===== config.mk =====
export PLATFORM = sky130hd
export DESIGN_NAME = bcd_to_bin_flat
export DESIGN_NICKNAME = d
export VERILOG_FILES = /design/src/rtl/bcd_to_bin_if.sv /design/src/rtl/bcd_to_bin.sv /design/src/flat_wrapper.sv
export SDC_FILE = /design/constraint.sdc
export NUM_CORES = 1
export LEC_CHECK = 0
export CELL_PAD_IN_SITES_DETAIL_PLACEMENT = 2
export CELL_PAD_IN_SITES_GLOBAL_PLACEMENT = 2
export CORE_UTILIZATION = 34
export DETAILED_ROUTE_END_ITERATION = 16
export PLACE_DENSITY_LB_ADDON = 0.1
export SYNTH_ARGS = -nofsm -noshare
export SYNTH_HDL_FRONTEND = slang
export SYNTH_SLANG_ARGS = --single-unit

===== constraint.sdc =====
create_clock -name clk -period 1.6 [get_ports clk]
set_input_delay 0.48 -clock clk [delete_from_list [all_inputs] [get_ports clk]]
set_output_delay 0.48 -clock clk [all_outputs]
set_load 0.01 [all_outputs]

===== src/rtl/bcd_to_bin_if.sv =====
// Request/response bundle for the BCD-to-binary converter: start/bcd in, busy/done/bin/err out.
interface bcd_to_bin_if #(
    parameter int DIGITS = 3,
    parameter int BIN_W  = 10
);
    logic                  start;
    logic [4*DIGITS-1:0]   bcd;
    logic                  busy;
    logic                  done;
    logic [BIN_W-1:0]      bin;
    logic                  err;

    modport master (output start, bcd, input busy, done, bin, err);
    modport slave  (input start, bcd, output busy, done, bin, err);
endinterface


===== src/rtl/bcd_to_bin.sv =====
// Iterative reverse double-dabble converter: packed BCD in, unsigned binary out after BIN_W shifts.
//
// state   | meaning
// --------+----------------------------------------------------------
// S_IDLE  | waiting for start; start is sampled here
// S_SHIFT | one shift-and-correct step per cycle, busy=1
// S_DONE  | done pulse with a fresh bin; a new start is accepted here
// S_FAIL  | done pulse with err=1 and bin=0 for an illegal digit
module bcd_to_bin #(
    parameter int DIGITS = 3,
    parameter int BIN_W  = 10
) (
    input  logic        clk,
    input  logic        rst_n,
    bcd_to_bin_if.slave bus
);
    localparam int BCD_W = 4 * DIGITS;
    localparam int CNT_W = $clog2(BIN_W + 1);

    localparam logic [1:0] S_IDLE  = 2'd0;
    localparam logic [1:0] S_SHIFT = 2'd1;
    localparam logic [1:0] S_DONE  = 2'd2;
    localparam logic [1:0] S_FAIL  = 2'd3;

    logic [1:0]       state;
    logic [BCD_W-1:0] d;
    logic [BCD_W-1:0] d_shift;
    logic [BCD_W-1:0] d_next;
    logic [BIN_W-1:0] b;
    logic [BIN_W-1:0] b_next;
    logic [CNT_W-1:0] cnt;
    logic [BIN_W-1:0] bin_q;
    logic             err_q;
    logic             bcd_legal;
    logic             accept;
    logic             last_shift;

    always_comb begin
        bcd_legal = 1'b1;
        for (int i = 0; i < DIGITS; i++) begin
            if (bus.bcd[4*i +: 4] > 4'd9) begin
                bcd_legal = 1'b0;
            end
        end
    end

    // Shift first, then pull each digit that landed at >= 8 back into decimal range.
    always_comb begin
        {d_shift, b_next} = {d, b} >> 1;
        d_next = d_shift;
        for (int i = 0; i < DIGITS; i++) begin
            if (d_shift[4*i +: 4] >= 4'd8) begin
                d_next[4*i +: 4] = d_shift[4*i +: 4] - 4'd3;
            end
        end
    end

    assign accept     = bus.start && ((state == S_IDLE) || (state == S_DONE));
    assign last_shift = (cnt == CNT_W'(BIN_W - 1));

    always_ff @(posedge clk or negedge rst_n) begin
        if (!rst_n) begin
            state <= S_IDLE;
            d     <= '0;
            b     <= '0;
            cnt   <= '0;
            bin_q <= '0;
            err_q <= 1'b0;
        end else begin
            case (state)
                S_IDLE, S_DONE: begin
                    if (accept) begin
                        d   <= bus.bcd;
                        b   <= '0;
                        cnt <= '0;
                        if (bcd_legal) begin
                            state <= S_SHIFT;
                        end else begin
                            state <= S_FAIL;
                            bin_q <= '0;
                            err_q <= 1'b1;
                        end
                    end else begin
                        state <= S_IDLE;
                    end
                end
                S_SHIFT: begin
                    d   <= d_next;
                    b   <= b_next;
                    cnt <= cnt + 1'b1;
                    // The result is captured from the final shift so it is valid in the done cycle.
                    if (last_shift) begin
                        state <= S_DONE;
                        bin_q <= b_next;
                        err_q <= 1'b0;
                    end
                end
                S_FAIL: begin
                    state <= S_IDLE;
                end
                default: begin
                    state <= S_IDLE;
                end
            endcase
        end
    end

    assign bus.busy = (state == S_SHIFT);
    assign bus.done = (state == S_DONE) || (state == S_FAIL);
    assign bus.bin  = bin_q;
    assign bus.err  = err_q;
endmodule


===== src/flat_wrapper.sv =====
// flat-port wrapper written by rule: the top's interface ports become plain ports
module bcd_to_bin_flat 
#(
    parameter int DIGITS = 3,
    parameter int BIN_W  = 10
)
  (clk, rst_n, bus_start, bus_bcd, bus_busy, bus_done, bus_bin, bus_err);
  bcd_to_bin_if #(.DIGITS(DIGITS), .BIN_W(BIN_W)) bus_i ();
  input  logic clk;
  input  logic rst_n;
  input wire logic [$bits(bus_i.start)-1:0] bus_start;
  input wire logic [$bits(bus_i.bcd)-1:0] bus_bcd;
  output wire logic [$bits(bus_i.busy)-1:0] bus_busy;
  output wire logic [$bits(bus_i.done)-1:0] bus_done;
  output wire logic [$bits(bus_i.bin)-1:0] bus_bin;
  output wire logic [$bits(bus_i.err)-1:0] bus_err;
  assign bus_i.start = bus_start;
  assign bus_i.bcd = bus_bcd;
  assign bus_busy = bus_i.busy;
  assign bus_done = bus_i.done;
  assign bus_bin = bus_i.bin;
  assign bus_err = bus_i.err;
  bcd_to_bin #(.DIGITS(DIGITS), .BIN_W(BIN_W)) u_core (.clk(clk), .rst_n(rst_n), .bus(bus_i));
endmodule

# --- After elaboration in Yosys (flattened, before gate mapping) ---
# Index checks and enable logic that the tools add are counted.
word_totals:
  regBits: 39
  inputBits: 15
  output_inout_bits: 13
classes:
  add_sub_neg: 4
  magnitude_cmp: 6
  n_eq_ne: 7
  muxes: 24
  n_reduce_logical: 8
ops:
  columns: ["op", "count"]
  rows:
  - ["two-way mux 10 bit", 4]
  - ["one-hot mux 10 bit (2 select lines)", 2]
  - ["one-hot mux 12 bit (2 select lines)", 1]
  - ["two-way mux 4 bit", 4]
  - ["> comparator 4 bit, second input constant", 3]
  - ["two-way mux 12 bit", 1]
  - [">= comparator 4 bit, second input constant", 2]
  - ["one-hot mux 4 bit (2 select lines)", 1]
  - ["subtractor 4 x 2 -> 4 bit, second input constant", 2]
  - ["two-way mux 1 bit", 6]
  - ["two-way mux 2 bit", 3]
  - ["one-hot mux 2 bit (3 select lines)", 1]
  - ["adder 4 x 1 -> 4 bit, second input constant", 1]
  - ["== test 2 bit, second input constant", 2]
  - ["== test 4 bit, second input constant", 1]
  - [">= comparator 3 x 4 -> 1 bit, second input constant", 1]
  - ["!= test 2 x 1 -> 1 bit, second input constant", 2]
  - ["AND reduction 4 bit", 1]
  - ["subtractor 3 x 2 -> 4 bit, second input constant", 1]
  - ["== test 2 x 1 -> 1 bit, second input constant", 1]
  - ["zero test 2 bit", 1]
  - ["logical OR 1 bit", 2]
  - ["!= test 2 bit, second input constant", 1]
  - ["one-hot mux 1 bit (2 select lines)", 1]
  - ["other kinds (4)", 4]

# --- Longest topological paths before layout ---
# Gate-level depths: netlist (run 1).
logic_depth:
  word_depth: 7
  ltp_mapped: 7
  depth_no_buf: 5

# --- Worst setup path after synthesis (run 1) ---
# No wires, ideal clock.
synth_path:
  kind: "register -> output"
  from: "reg u_core.state[1]"
  to: "out bus_busy"
  t_arrival_ps: 984
  setup_slack_ps: 136
  path_stages_with_launch: 6
  cell_sequence: "dfrtp_1 > nand2b_1 > buf_4 > inv_2 > buf_6 > buf_4"
synth_between:
  elab_chain_len: 1
synth_rtl:
  columns: ["item", "line", "text"]
  rows:
  - ["start, declared", "bcd_to_bin.sv:25", "logic [1:0] state;"]
  - ["start signal, assigned", "bcd_to_bin.sv:63", "state <= S_IDLE;"]
  - ["start signal, assigned", "bcd_to_bin.sv:77", "state <= S_SHIFT;"]
  - ["start signal, assigned", "bcd_to_bin.sv:79", "state <= S_FAIL;"]
  - ["== test 2 x 1 -> 1 bit", "bcd_to_bin.sv:108", "assign bus.busy = (state == S_SHIFT);"]
  - ["end, declared", "flat_wrapper.sv:13", "output wire logic [$bits(bus_i.busy)-1:0] bus_busy;"]
# Every way passes these cells.

# --- Worst setup path in the final report (run 1) ---
layout_path:
  from: "reg u_core.state[1]"
  to: "out bus_done"
layout_between:
  elab_chain_len: 2
  elab_cells_between_ends: 3
  classes_between: "eq/ne: 2; reduce/logical: 1"
layout_rtl:
  columns: ["item", "line", "text"]
  rows:
  - ["== test 2 bit", "bcd_to_bin.sv:109", "assign bus.done = (state == S_DONE) || (state == S_FAIL);"]
  - ["logical OR 1 bit (*)", "bcd_to_bin.sv:109", null]
  - ["end, declared", "flat_wrapper.sv:14", "output wire logic [$bits(bus_i.done)-1:0] bus_done;"]
# Every way passes the cells marked *; elsewhere a longest branch is shown, timed or not.

==> results by group, run 1 <==
Status
  – Status: finished clean

Worst setup path
  – Data arrival, critical path: 1070 ps
  – Critical path launch point type: flop
  – CP startpoint: u_core.state[1]
  – Reg2reg start: u_core.state[1]
  – Crit path depth: 2
  – Reg2Reg Capture Point: u_core.cnt[3]
  – Worst setup path end: bus_done
  – R2R depth: 6
  – CP endpoint kind: output port
  – WP buf/inv: 2
  – Critical-path top delay cell: dfrtp_1
  – CP top delay family: flip-flops
  – Reg2reg setup slack: 120 ps
  – Cells along the critical path: buf_4 -> clkdlybuf4s15_1
  – Critical-path maximum fanout: 2
  – Req. time, crit path: 1120 ps
  – WS Path Type: flop to output port
  – Max stage delay on crit path: 410 ps

Placement
  – Post-DP HPWL: 3605 um
  – IO Port Bufs: 27
  – Gpl congestion: 0.8209
  – Dpl cell area: 2276 sq um
  – Dpl ws: -273.2 ps
  – Placed cell count: 280

Detailed routing
  – Starting DRT DRC Count: 39
  – DRC Markers: 0
  – Routed vias: 1,512
  – Detailed Routing Iterations Pass 1: 4
  – Routed Antenna Nets: 0
  – WL/cell: 17.65 um
  – Post-DR vias/cell: 5.250
  – WL final: 5083 um

Clock tree
  – Clk_lat worst skew: 290 ps
  – Num CTS Buffers: 5
  – H-tree depth: 2
  – # clock sinks: 38
  – CTS clk-pin slew, worst paths: 70 ps
  – CTS tree: yes
  – Clk buf depth: 2
  – Setup bufs post-CTS: 0
  – Root Buffer Master: clkbuf_8

Floorplanning
  – Core area: 5140 sq um
  – Initial Util: 35.44%
  – Io pins: 28
  – Die width: 75.20 um
  – Core Rows: 26
  – Height of the die: 75.20 um
  – Die area: 5655 sq um

Global routing
  – Number of global-route vias before repair: 1,602
  – GRT Total Usage: 20.17%
  – Initial antenna violation count: 0
  – Grt ovf: 0
  – Largest net degree at the start of global routing: 39
  – First-pass GRT wire length: 8211 um

Logic synthesis
  – Top cells by area, synth: dfrtp_1 (52%), a22o_1 (5.3%), o221ai_1 (4.8%), nand2_1 (4.7%), nand3_1 (4.7%)
  – Post-synthesis cell type count: 33
  – Sequential area share after synthesis: 52.20%
  – Post-synth top area cell: dfrtp_1
  – Post-synth top area share: 52.20%
  – Post-synth EDFFs: 0
  – Post-synth top flop: dfrtp_1
  – Warnings from Yosys: 0
  – Synth cell count leaders: dfrtp_1 (38), nand2_1 (23), nand3_1 (17)
  – Synth Net Count: 199
  – Post-synthesis async set-or-reset flop share: 100.0%
  – #FFs+latches synth: 38
  – Count leader, synth: dfrtp_1
  – Avg Inst Size Synth: 10.23 sq um
  – Post-Syn Area: 1822 sq um
  – Post-Synthesis Cells: 178

STA
  – Final Skew: 7.588 ps
  – Final hold violations: 0
  – Slew Limit Fails: 0
  – Final WS setup: 52.43 ps
  – Period utilisation layout: 96.72%
  – Slew @ Worst Pin: 274.1 ps
  – Unrepaired setup endpoints after global routing: no
  – Rel. slew slack: 81.69%
  – Max Freq: 646.2 MHz
  – Final Setup Violations: 0
  – Min Tclk post-route: 1548 ps

Pwr
  – Total power: 4.010 mW
  – Worst VDD drop: 0.5914 mV
  – Pleak: 1.097 nW
  – Power density over the cells: 1699 nW/um^2

Hold path
  – HP Class: input pin to asynchronous set/reset pin

Layout
  – Final cell area excluding filler cells: 2360 sq um
  – FILL cells: 572
  – Final net count: 238
  – Ratio of cells with drive above 1 in the final layout: 14.22%
  – Diode count: 0
  – Final core occ: 45.91%
  – Area delta synth->final: 29.53%
  – Non-filler cells, final: 288

Run
  – Max Cap Violations: 0
## how the worst min path moves through the flow
stage               startpoint           end  cells past startpoint
floorplan                rst_n   u_core.b[1]                      0
CTS                      rst_n  u_core.d[10]                      2
global placement         rst_n   u_core.d[2]                      2
global route             rst_n   u_core.d[9]                      2
finish                   rst_n   u_core.d[8]                      2
detailed placement       rst_n   u_core.d[2]                      2
## logic make-up after synthesis
group	after synthesis	synth area share, %
flops	38	52.20
mux	1	0.5495
buf+inv	30	7.623
compound gates	44	19.23
xor+xnor	4	1.923
fa+ha+maj	6	4.121
simple gates	55	14.35
## power breakdown
group	internal, mW	total (mW)	switching [mW]
registers	1.30	1.65	0.350
clock network	0.348	0.677	0.329
logic	0.797	1.68	0.882
## per-stage QoR
stage / hold slack (ps) / TNS, ps
3_5_place_dp: 468.2 / -6929
3_3_place_gp: 460.9 / -5856
6_report: 154.1 / 0
4_1_cts: 158.9 / -0.09748
2_1_floorplan: 184.4 / 0
5_1_grt: 169.1 / 0
## registers in the layout, summed over array words and instances, names as in the netlist
name	cells
u_core.state	2
u_core.cnt	4
u_core.bus.err	1
u_core.bus.bin	10
u_core.d	12
u_core.b	9
## cell usage in the layout (no fill, tap or decap), types with 2 or more instances in the layout
cell / count
nor2b_1: 3
o21ai_0: 5
inv_1: 15
nor2_1: 4
clkbuf_8: 6
a31oi_1: 2
a221o_1: 2
dfrtp_1: 38
o221ai_1: 10
a311oi_1: 2
o211ai_1: 2
clkdlybuf4s50_1: 13
xnor2_1: 4
a22o_1: 11
nand2_1: 23
nand3_1: 17
buf_12: 3
o211a_1: 2
dlygate4sd2_1: 11
o22ai_1: 2
buf_4: 15
a22oi_1: 3
buf_2: 2
ha_1: 6
## what timing repair did
item | in CTS | in global routing
gates resized for setup | 17 | 3
hold endpoints to repair | 0 | 0
endpoints found under the setup margin | 13 | 13
hold buffers | 0 | 0
## routing by layer
metal / vias to the layer above / track usage (%) / share of wire [%]
met5: - / 0 / 0
met4: 0 / 7.407 / 1.3
met3: 8 / 2.811 / 2.1
met2: 20 / 34.23 / 50
met1: 779 / 26.36 / 46
li1: 705 / - / -
## area by class of cell
type | instances | area [sq um] | area share, %
tap | 70 | 87.58 | 3.712
sequential | 38 | 950.9 | 40.30
timing repair buffer | 46 | 430.4 | 18.24
multi-input combinational | 110 | 739.5 | 31.34
clock inverter | 1 | 5.005 | 0.2121
clock buffer | 7 | 86.33 | 3.659
inverter | 16 | 60.06 | 2.545
Power figures use the tool's default switching activity.
==> inputs of run 2 (changes only) <==
- CORE_UTILIZATION: 34 -> 25
- clock period: 1.6 -> 1.5 ns (I/O delays scaled with it)
==> run 2 against run 1 <==
Compared with the run above:
- global-route usage shrank 5.0 points
- critical path depth rose by 1
- sequential share of layout area decreased by 2.1 points
- sequential cell count unchanged
- worst setup slack got worse by 18 ps
- die area rose by 35%
- core utilization shrank 9.9 points
- first-iteration DRC count grew 79%
- total power rose by 14%
- largest cell class unchanged
- hold slack worse by 39 ps
- clock power up 31%
- non-clock buffer count rose by 8
==> results by group, run 2 (synthesis results as in run 1) <==
Hold path
  – HP Class: input pin to asynchronous set/reset pin

Layout
  – Final net count: 246 (+3.4%)
  – Diode count: 0 (unchanged)
  – Area delta synth->final: 36.54%
  – Leading cell type in the layout, fill and taps excluded: dfrtp_1
  – Register bank with the most flops: u_core.d
  – Max reg flops: 12 (unchanged)
  – Ratio of cells with drive above 1 in the final layout: 19.03% (+4.8 points)
  – Leading cell types in the layout, fill and taps excluded: dfrtp_1 (38), nand2_1 (23), buf_4 (22)

Clock tree
  – CTS tree: yes
  – Root Buffer Master: clkbuf_8
  – Num CTS Buffers: 5 (unchanged)
  – # clock sinks: 38 (unchanged)
  – CTS clk-pin slew, worst paths: 80 ps (about the same)
  – Clk_lat worst skew: 290 ps (about the same)
  – Clk buf depth: 2 (unchanged)
  – H-tree depth: 2 (unchanged)

Worst setup path
  – Data arrival, critical path: 1020 ps (-50 ps)
  – CP endpoint kind: output port
  – Reg2reg start: u_core.cnt[1]
  – Cells along the critical path: nand2b_4 -> inv_2 -> buf_2
  – Critical path launch point type: flop
  – Critical-path top delay cell: dfrtp_1
  – Req. time, crit path: 1050 ps (-70 ps)
  – Max stage delay on crit path: 400 ps (about the same)
  – WS Path Type: flop to output port
  – Critical-path maximum fanout: 2 (unchanged)
  – CP startpoint: u_core.state[1]

STA
  – Final hold violations: 0 (unchanged)
  – Period utilisation layout: 97.67%
  – Rel. slew slack: 82.99% (+1.3 points)
  – Slew @ Worst Pin: 253.4 ps (-20.64 ps)
  – Max Freq: 682.6 MHz
  – Final Setup Violations: 0 (unchanged)
  – Final Skew: 7.540 ps (-0.04782 ps)
  – TNS Setup: 0 ps (unchanged)
  – Unrepaired setup endpoints after global routing: yes
  – Min Tclk post-route: 1465 ps
  – Slew Limit Fails: 0 (unchanged)
  – WHS: 114.8 ps (-39.35 ps)

Floorplanning
  – Die area: 7633 sq um (+35%)
  – Height of the die: 87.37 um (+16%)
  – Core area: 6907 sq um (+34%)
  – Io pins: 28 (unchanged)
  – Initial Util: 26.38% (-9.1 points)
  – Core Rows: 30 (+15%)
  – Die width: 87.37 um (+16%)

Global routing
  – Grt ovf: 0 (unchanged)
  – Largest net degree at the start of global routing: 39 (unchanged)
  – Initial antenna violation count: 0 (unchanged)
  – Number of global-route vias before repair: 1,734 (+8.2%)
  – First-pass GRT wire length: 8859 um (+7.9%)
  – GRT Total Usage: 15.14% (-5.0 points)

Pwr
  – Power density over the cells: 1841 nW/um^2 (+8.4%)
  – Worst VDD drop: 0.5907 mV (-0.13%)
  – Pleak: 1.146 nW (+4.5%)

Status
  – Status: finished clean

Detailed routing
  – Routed Antenna Nets: 0 (unchanged)
  – WL final: 5239 um (+3.1%)
  – Routed vias: 1,521 (+0.60%)
  – WL/cell: 16.27 um (-7.8%)
  – DRC Markers: 0 (unchanged)
  – Detailed Routing Iterations Pass 1: 4 (unchanged)
  – Starting DRT DRC Count: 70 (+79%)
  – Post-DR vias/cell: 4.724 (-10%)

Placement
  – Post-DP HPWL: 3737 um (+3.7%)
  – Gpl congestion: 0.7015 (-15%)
  – IO Port Bufs: 27 (unchanged)

Run
  – Max Cap Violations: 0 (unchanged)
-- run 2: path summary, 6_finish.rpt --
| kind | slack, ps | cells past startpoint | endpoint |
|---|---|---|---|
| setup / recovery | 30 | 3 | bus_busy |
| hold / removal | 110 | 2 | u_core.d[2] |
| setup reg to reg | 30 | 6 | u_core.bus.bin[8] |
| hold reg to reg | 480 | 1 | u_core.cnt[3] |
| max in group asynchronous | 1180 | 2 | u_core.b[8] |
| min in group clk | 480 | 1 | u_core.cnt[3] |
-- run 2: power breakdown --
part,internal [mW],leakage [nW],total (mW),switching [mW]
logic,0.947,0.603,1.95,1.00
registers,1.39,0.493,1.74,0.353
clock network,0.495,0.0504,0.890,0.395
-- run 2: worst max-delay path: cells and delay by family (launching register included) --
kind	cells	cell delay, ps
buf+inv	2	180
flops	1	400
simple gates	1	150
-- run 2: metal layers --
metal	part of all wire, %	global-route usage, %	up-vias	wire length (um)
met5	0	0	-	0
met1	45	19.52	771	2350
met4	0.84	3.577	0	44
li1	-	-	722	-
met3	2.6	2.938	5	135
met2	52	26.07	23	2708
-- run 2: metrics by stage --
| step | utilization (%) | power [mW] | instance area, sq um | std cells | setup WS [ps] |
|---|---|---|---|---|---|
| 6_report | 36.01 | 4.580 | 2487 | 322 | 34.91 |
| 5_1_grt | 36.01 | 4.942 | 2487 | 322 | -44.44 |
| 4_1_cts | 35.56 | 4.582 | 2456 | 319 | -4.601 |
| 3_5_place_dp | 33.68 | 3.625 | 2326 | 310 | -441.8 |
| 3_3_place_gp | 33.68 | 3.506 | 2326 | 310 | -368.5 |
| 2_1_floorplan | - | 2.862 | 1822 | 178 | 65.69 |
-- run 2: cell type report --
cell class / count / area [sq um]
repair buffers: 54 / 486.7
clock inverters: 3 / 45.04
well taps: 96 / 120.1
clock buffers: 5 / 68.82
fillers: 791 / 4419
multi-input cells: 110 / 755.7
inverters: 16 / 60.06
flip-flops and latches: 38 / 950.9
-- run 2: what timing repair did --
action / in CTS / in global routing
endpoints found under the setup margin: 36 / 19
resized for setup: 27 / 3
buffers inserted: 1 / 4
hold buffers: 0 / 0
pin swaps: 0 / 1
==> inputs of run 3 (changes only) <==
- clock period: 1.5 -> 1.6 ns (I/O delays scaled with it)
==> run 3 against run 2 <==
Compared with the run above:
- register-to-register slack better by 90 ps
- sequential power down 5%
- die area unchanged
- sequential share of layout area up 0.75 points
- non-clock buffer count down 4
- core utilization down 0.69 points
- clock power down 5.1%
- hold slack better by 25 ps
- cell area down 1.9%
- largest power group unchanged
- largest cell class unchanged
- via count down 2.8%
==> results by group, run 3 (synthesis results as in run 1) <==
STA
  – Final Skew: 7.052 ps (-0.4881 ps)
  – Final hold violations: 0 (unchanged)
  – Slew @ Worst Pin: 249.7 ps (-3.759 ps)
  – Final Setup Violations: 0 (unchanged)
  – WHS: 139.9 ps (+25.16 ps)
  – Unrepaired setup endpoints after global routing: no
  – Final WS setup: 57.38 ps (+22.47 ps)
  – Rel. slew slack: 83.36% (+0.37 points)
  – Max Freq: 648.3 MHz
  – Period utilisation layout: 96.41%
  – Min Tclk post-route: 1543 ps
  – Slew Limit Fails: 0 (unchanged)

Clock tree
  – CTS tree: yes
  – CTS clk-pin slew, worst paths: 80 ps (about the same)
  – Clk buf depth: 2 (unchanged)
  – Root Buffer Master: clkbuf_8
  – Num CTS Buffers: 5 (unchanged)
  – Clk_lat worst skew: 300 ps (about the same)
  – Hold Buf Count CTS: 0 (unchanged)
  – H-tree depth: 2 (unchanged)
  – # clock sinks: 38 (unchanged)

Global routing
  – Number of global-route vias before repair: 1,685 (-2.8%)
  – Largest net degree at the start of global routing: 39 (unchanged)
  – Grt ovf: 0 (unchanged)
  – GRT Total Usage: 15.29% (+0.15 points)
  – First-pass GRT wire length: 8852 um (about the same)
  – Initial antenna violation count: 0 (unchanged)

Floorplanning
  – Io pins: 28 (unchanged)
  – Height of the die: 87.37 um (unchanged)
  – Die area: 7633 sq um (unchanged)
  – Core area: 6907 sq um (unchanged)
  – Initial Util: 26.38% (unchanged)
  – Core Rows: 30 (unchanged)
  – Die width: 87.37 um (unchanged)

Detailed routing
  – Starting DRT DRC Count: 71 (+1.4%)
  – Post-DR vias/cell: 4.651 (-1.5%)
  – Routed vias: 1,479 (-2.8%)
  – Detailed Routing Iterations Pass 1: 4 (unchanged)
  – DRC Markers: 0 (unchanged)
  – Routed Antenna Nets: 0 (unchanged)
  – WL final: 5203 um (-0.69%)
  – WL/cell: 16.36 um (+0.56%)

Hold path
  – HP Class: input pin to asynchronous set/reset pin

Layout
  – Leading cell type in the layout, fill and taps excluded: dfrtp_1
  – Max reg flops: 12 (unchanged)
  – Area delta synth->final: 33.93%
  – FILL cells: 780 (-1.4%)
  – Final core occ: 35.33% (-0.69 points)
  – Leading cell types in the layout, fill and taps excluded: dfrtp_1 (38), nand2_1 (23), buf_4 (20)
  – Diode count: 0 (unchanged)
  – Final net count: 242 (-1.6%)
  – Register bank with the most flops: u_core.d
  – Ratio of cells with drive above 1 in the final layout: 16.67% (-2.4 points)
  – Final cell area excluding filler cells: 2440 sq um (-1.9%)

Pwr
  – Total power: 4.184 mW (-8.6%)
  – Power density over the cells: 1715 nW/um^2 (-6.9%)
  – Worst VDD drop: 0.5180 mV (-12%)
  – Pleak: 1.118 nW (-2.5%)

Worst setup path
  – Data arrival, critical path: 1060 ps (+40 ps)
  – CP endpoint kind: output port
  – Critical path launch point type: flop
  – Critical-path maximum fanout: 2 (unchanged)
  – Req. time, crit path: 1120 ps (+70 ps)
  – WS Path Type: flop to output port

Run
  – Max Cap Violations: 0 (unchanged)

Status
  – Status: finished clean

Placement
  – Post-DP HPWL: 3706 um (-0.82%)
  – Gpl congestion: 0.7203 (+2.7%)
  – Dpl ws: -338.8 ps (+103.0 ps)
  – Dpl cell area: 2318 sq um (-0.32%)
  – IO Port Bufs: 27 (unchanged)
run 3: where the power goes:
part           internal (mW)  switching [mW]  leakage, nW  total [mW]
logic                  0.798           0.893        0.575        1.69
registers               1.30           0.345        0.493        1.65
clock network          0.464           0.381       0.0504       0.845
total                   2.56            1.62         1.12        4.18
run 3: critical path, stage by stage (launching register included):
cell	delay, ps
dfrtp_1	400
buf_4	140
clkdlybuf4s15_1	220
run 3: area by class of cell:
type                       instances  area (sq um)  area share, %
sequential                        38         950.9          38.97
multi-input combinational        110         747.0          30.62
tap                               96         120.1          4.923
clock inverter                     3         45.04          1.846
inverter                          16         60.06          2.462
clock buffer                       5         68.82          2.821
timing repair buffer              50         447.9          18.36
run 3: path summary, 6_finish.rpt:
| path | startpoint | end | slack (ps) | cells past startpoint |
|---|---|---|---|---|
| setup reg to reg | u_core.state[1] | u_core.bus.bin[6] | 120 | 6 |
| min in group clk | u_core.cnt[3] | u_core.cnt[3] | 480 | 1 |
| max in group asynchronous | rst_n | u_core.d[0] | 1270 | 2 |
| hold reg to reg | u_core.cnt[3] | u_core.cnt[3] | 480 | 1 |
| hold / removal | rst_n | u_core.bus.bin[8] | 140 | 2 |
| setup / recovery | u_core.state[1] | bus_done | 60 | 2 |
run 3: metrics by stage:
step,instances,TNS [ps]
global placement,309,-5920
floorplan,178,0
global route,318,0
detailed placement,309,-7034
finish,318,0
CTS,318,-361.7
run 3: routing by layer:
metal	vias up	routed length (um)	global-route usage [%]
met2	21	2610	25.57
met1	740	2410	20.08
met5	-	0	0
met4	0	65	4.471
met3	6	116	2.844
li1	712	-	-
run 3: what timing repair did:
action                     CTS  global route
setup endpoints to repair   30            21
pin swaps                    0             0
gates cloned                 0             0
gates resized for setup     15             6
buffers inserted             1             0
